[src/rtl/cronometro_pkg.sv]
// Shared definitions for the stopwatch counting core.
package cronometro_pkg;

  typedef enum logic [1:0] {
    ZERADO   = 2'd0,
    CONTANDO = 2'd1,
    PAUSADO  = 2'd2,
    PARADO   = 2'd3
  } estado_t;

  localparam logic [3:0] BCD_MAX = 4'd9;
  localparam int         DIGITS  = 4;

endpackage

[src/rtl/contador_cronometro_digito_bcd.sv]
// One BCD decade: wraps 9 -> 0 and emits a carry on that wrap.
module digito_bcd
  import cronometro_pkg::*;
(
  input  logic       clock,
  input  logic       resetn,
  input  logic       clr,
  input  logic       inc,
  output logic [3:0] digit,
  output logic       carry_out
);

  assign carry_out = inc && (digit == BCD_MAX);

  // Digit register: clear has priority over increment.
  always_ff @(posedge clock or negedge resetn) begin
    if (!resetn) begin
      digit <= 4'd0;
    end else if (clr) begin
      digit <= 4'd0;
    end else if (inc) begin
      digit <= (digit == BCD_MAX) ? 4'd0 : digit + 4'd1;
    end
  end

endmodule

[src/rtl/contador_cronometro.sv]
// Stopwatch core: tick prescaler, mode FSM, 4-digit BCD chain and lap display.
//
// state    | meaning
// ZERADO   | cleared, waiting for a run command
// CONTANDO | counting, display shows live count
// PAUSADO  | counting, display frozen on lap value
// PARADO   | counting stopped, value held
module contador_cronometro
  import cronometro_pkg::*;
#(
  parameter int DIV = 50000
) (
  input  logic       clock,
  input  logic       resetn,
  input  logic       resetC,
  input  logic       contarC,
  input  logic       pausarC,
  input  logic       pararC,
  output logic [3:0] num_ms,
  output logic [3:0] num_cs,
  output logic [3:0] num_ds,
  output logic [3:0] num_us,
  output logic [3:0] disp_ms,
  output logic [3:0] disp_cs,
  output logic [3:0] disp_ds,
  output logic [3:0] disp_us,
  output logic [1:0] estado,
  output logic       satur
);

  localparam int PW = $clog2(DIV);

  estado_t state, state_next;
  logic    run, show_lap, tick;
  logic [PW-1:0] presc;
  logic [DIGITS-1:0][3:0] num_vec, lap_vec, disp_vec;
  logic [DIGITS:0] carry;
  logic carry_unused;

  // State register.
  always_ff @(posedge clock or negedge resetn) begin
    if (!resetn) state <= ZERADO;
    else         state <= state_next;
  end

  // Next state: highest-priority asserted command decides; ignored commands hold.
  always_comb begin
    state_next = state;
    if (resetC) begin
      state_next = ZERADO;
    end else if (pararC) begin
      if (state != ZERADO) state_next = PARADO;
    end else if (pausarC) begin
      if (state == CONTANDO) state_next = PAUSADO;
    end else if (contarC) begin
      state_next = CONTANDO;
    end
  end

  // Mode decode from the current state.
  always_comb begin
    run      = 1'b0;
    show_lap = 1'b0;
    case (state)
      CONTANDO: run = 1'b1;
      PAUSADO: begin
        run      = 1'b1;
        show_lap = 1'b1;
      end
      default: ;
    endcase
  end

  assign tick = run && (presc == PW'(DIV - 1));

  // Prescaler: free-runs while counting, holds when stopped, zero when cleared.
  always_ff @(posedge clock or negedge resetn) begin
    if (!resetn) begin
      presc <= '0;
    end else if (resetC || state == ZERADO) begin
      presc <= '0;
    end else if (run) begin
      presc <= tick ? '0 : presc + PW'(1);
    end
  end

  // Saturation suppresses the increment at the bottom of the chain.
  assign satur    = (num_vec == {DIGITS{BCD_MAX}});
  assign carry[0] = tick && !satur;

  genvar i;
  generate
    for (i = 0; i < DIGITS; i++) begin : g_dig
      digito_bcd u_dig (
        .clock     (clock),
        .resetn    (resetn),
        .clr       (resetC),
        .inc       (carry[i]),
        .digit     (num_vec[i]),
        .carry_out (carry[i+1])
      );
    end
  endgenerate

  // Saturation makes a carry out of the top decade impossible.
  assign carry_unused = carry[DIGITS];

  // Lap capture on the edge entering PAUSADO, using the pre-increment count.
  always_ff @(posedge clock or negedge resetn) begin
    if (!resetn) begin
      lap_vec <= '0;
    end else if (state == CONTANDO && state_next == PAUSADO) begin
      lap_vec <= num_vec;
    end
  end

  assign disp_vec = show_lap ? lap_vec : num_vec;

  assign num_us  = num_vec[0];
  assign num_ds  = num_vec[1];
  assign num_cs  = num_vec[2];
  assign num_ms  = num_vec[3];
  assign disp_us = disp_vec[0];
  assign disp_ds = disp_vec[1];
  assign disp_cs = disp_vec[2];
  assign disp_ms = disp_vec[3];
  assign estado  = state;

endmodule

[config.mk]
export PLATFORM = sky130hd
export DESIGN_NAME = contador_cronometro
export DESIGN_NICKNAME = d
export VERILOG_FILES = /design/src/rtl/cronometro_pkg.sv /design/src/rtl/contador_cronometro_digito_bcd.sv /design/src/rtl/contador_cronometro.sv
export SDC_FILE = /design/constraint.sdc
export NUM_CORES = 1
export LEC_CHECK = 0
export BUFFER_PORTS_ARGS = -buffer_cell sky130_fd_sc_hd__buf_2
export CAP_MARGIN = 0
export CORE_MARGIN = 2
export CORE_UTILIZATION = 44
export DETAILED_ROUTE_END_ITERATION = 8
export HOLD_SLACK_MARGIN = 0.15
export PLACE_DENSITY = 0.76
export SETUP_SLACK_MARGIN = 0.05
export SLEW_MARGIN = 25
export SYNTH_ARGS = -nofsm -noshare
export SYNTH_HDL_FRONTEND = slang
export SYNTH_HIERARCHICAL = 1
export SYNTH_SLANG_ARGS = --single-unit
[constraint.sdc]
create_clock -name clock -period 10.3 [get_ports clock]
set_clock_uncertainty 0.2 [all_clocks]
set_input_delay 0.515 -clock clock [delete_from_list [all_inputs] [get_ports clock]]
set_output_delay 0.515 -clock clock [all_outputs]
set_load 0.1 [all_outputs]
==> impl_metrics.toml <==
[clock_tree]
cts_root_buf = "clkbuf_8"
clockBufferDepth = 2
clock_latency_ps = 310
cts.htree.levels = 2
path_clk_slew_ps = 100
cts_buffers = 5
post_cts_resized = 0
cts_tree = "yes"
cts_num_sinks = 50

[yosys]
synth_cells = 282
syn_area_um2 = 2949
syn_nets = 301
ys_warn_count = 6
syn_area_per_cell_um2 = 10.46

[die]
ios = 41
rows = 29
start_util_pct = 45.92
dieArea_um2 = 7374
core_um2 = 6422
die_y_um = 85.87
dieWidth_um = 85.87

[timing]
fin_setup_tns_ps = 0
drv_slew = 0
setup_viol = 0
maxSlewHeadroom_pct = 45.97
rsz0062_at_grt = "no"
worst_slew_pin_slew_ps = 810.5
timing.final.crit_share_pct = 42.66
max_freq_mhz = 227.6
hold_ws_ps = 314.8
period_needed_ps = 4394
setup_ws_ps = 5906
finalHoldViolCount = 0

[critical_path]
cp_common_cell = "inv_1"
required_ps = 10340
critPathArrivalTime_ps = 4440
crit_path_cell_trace = "inv_1, ha_1, nand3_1, or2_2, nor3_1, nor2b_1, inv_1, nor2_1, inv_1, nor2_1, inv_1, nor2_1, nand2_2, a211o_1, a21oi_2"
critPathLaunch = "estado[0]"
path_class = "flip-flop to flip-flop"
path_delay_family = "simple AND/OR/NAND/NOR gates"
crit_fanout = 9
critPathBufInv = 4
startpoint_type = "flip-flop"
cpPeakStageDelay_ps = 440
cp_slowest_cell = "ha_1"
r2r_start = "estado[0]"
end_kind = "flip-flop"

[job]
cap_violations = 0

[place]
port-buffer-count = 40
dp_slack_ps = 5982
placedCellCount = 393
dp_hpwl_um = 4120
place_area_um2 = 3224
place_congestion = 0.8608

[power_and_ir_drop]
vdd_ir_drop_max_v = 0.00005244
design_power_total_uw = 401.1
power.switching_uw = 89.30
power.share.switching_pct = 22.26
internal_power_uw = 311.8
pwr-share-comb_pct = 7.9
clockPowerShare_pct = 42.0
power_frac_seq_pct = 50.0
p_leak_nw = 1.504
powerDensity_nw_per_um2 = 118.8

[detailed_routing]
drt_drc_violations_left = 7
via_per_inst = 5.595
firstDrtPassIters = 6
drtIter0Drc = 96
ant_nets = 0
route.detailed.wl_per_inst_um = 14.84
vias = 2249
routed_wl_um = 5964

[global_routing]
grt_pass1_wl_um = 10160
grtUsageTotal_pct = 16.91
gr-total-overflow = 0
antenna_found_initial = 0
grt_pass1_vias = 2181
grt_max_degree = 51

[outcome]
violations = "DRC"
outcome = "finished, violations left"

[worst_hold_path]
hp-class = "flip-flop to flip-flop"
hp-start = "lap_vec[9]"

[cells_and_area]
fin_area_um2 = 3377
syn2layout_area_growth_pct = 14.51
nNetsFinal = 343
diodes = 0
final_cells = 402
final_util_pct = 52.58
drive_above_1_share_pct = 31.38
==> state kept, by name, summed over array words and instances, names as in the netlist <==
signal	count
g_dig.u_dig/digit	16
lap_vec	16
presc	16
estado	2
==> cell type report <==
| class | count | area (um^2) |
|---|---|---|
| multi-input cells | 210 | 1613 |
| repair buffers | 42 | 217.7 |
| clock inverters | 2 | 60.06 |
| well taps | 77 | 96.34 |
| fillers | 559 | 3045 |
| inverters | 15 | 56.30 |
| clock buffers | 6 | 82.58 |
| flip-flops and latches | 50 | 1251 |
==> metal layers <==
metal / vias up / share of wire [%] / global-route usage (%)
li1: 1106 / - / -
met1: 1092 / 49 / 23.26
met2: 44 / 46 / 26.92
met3: 7 / 4.5 / 4.042
met4: 0 / 0.91 / 4.329
met5: - / 0 / 0
==> cells in the final DEF, fill, tap and decap left out, types with 7 or more instances in the layout <==
cell	count
dfrtp_1	50
mux2_2	22
nor2_1	20
nand2_1	24
mux2_4	10
nand3b_1	13
a21oi_1	14
buf_2	40
ha_1	13
o21ai_0	9
xnor2_1	7
inv_1	15
nor3_1	9
==> power by group through the flow <==
| stage | Clock [mW] | Sequential, mW | Combinational [mW] |
|---|---|---|---|
| 6_report | 0.169 | 0.201 | 0.0319 |
| 5_1_grt | 0.177 | 0.201 | 0.0346 |
| 4_1_cts | 0.172 | 0.201 | 0.0324 |
| 3_5_place_dp | 0 | 0.205 | 0.0319 |
| 3_3_place_gp | 0 | 0.204 | 0.0313 |
| 2_1_floorplan | 0 | 0.208 | 0.0168 |
==> path summary, 6_finish.rpt <==
path                                                end  slack [ps]  depth (start not counted)
min in group asynchronous                      presc[6]         650                          3
worst min register to register               lap_vec[9]         310                          1
worst min-delay path                         lap_vec[9]         310                          1
worst max-delay path            g_dig[3].u_dig/digit[2]        5910                         15
worst max register to register  g_dig[3].u_dig/digit[2]        5910                         15
max in group asynchronous                      presc[4]        8840                          3
==> what timing repair did <==
| item | CTS | global route |
|---|---|---|
| setup endpoints to repair | 0 | 0 |
| hold endpoints to repair | 50 | 0 |
| hold buffers | 1 | 0 |
| buffers inserted | 0 | 0 |
Power figures use the tool's default switching activity.
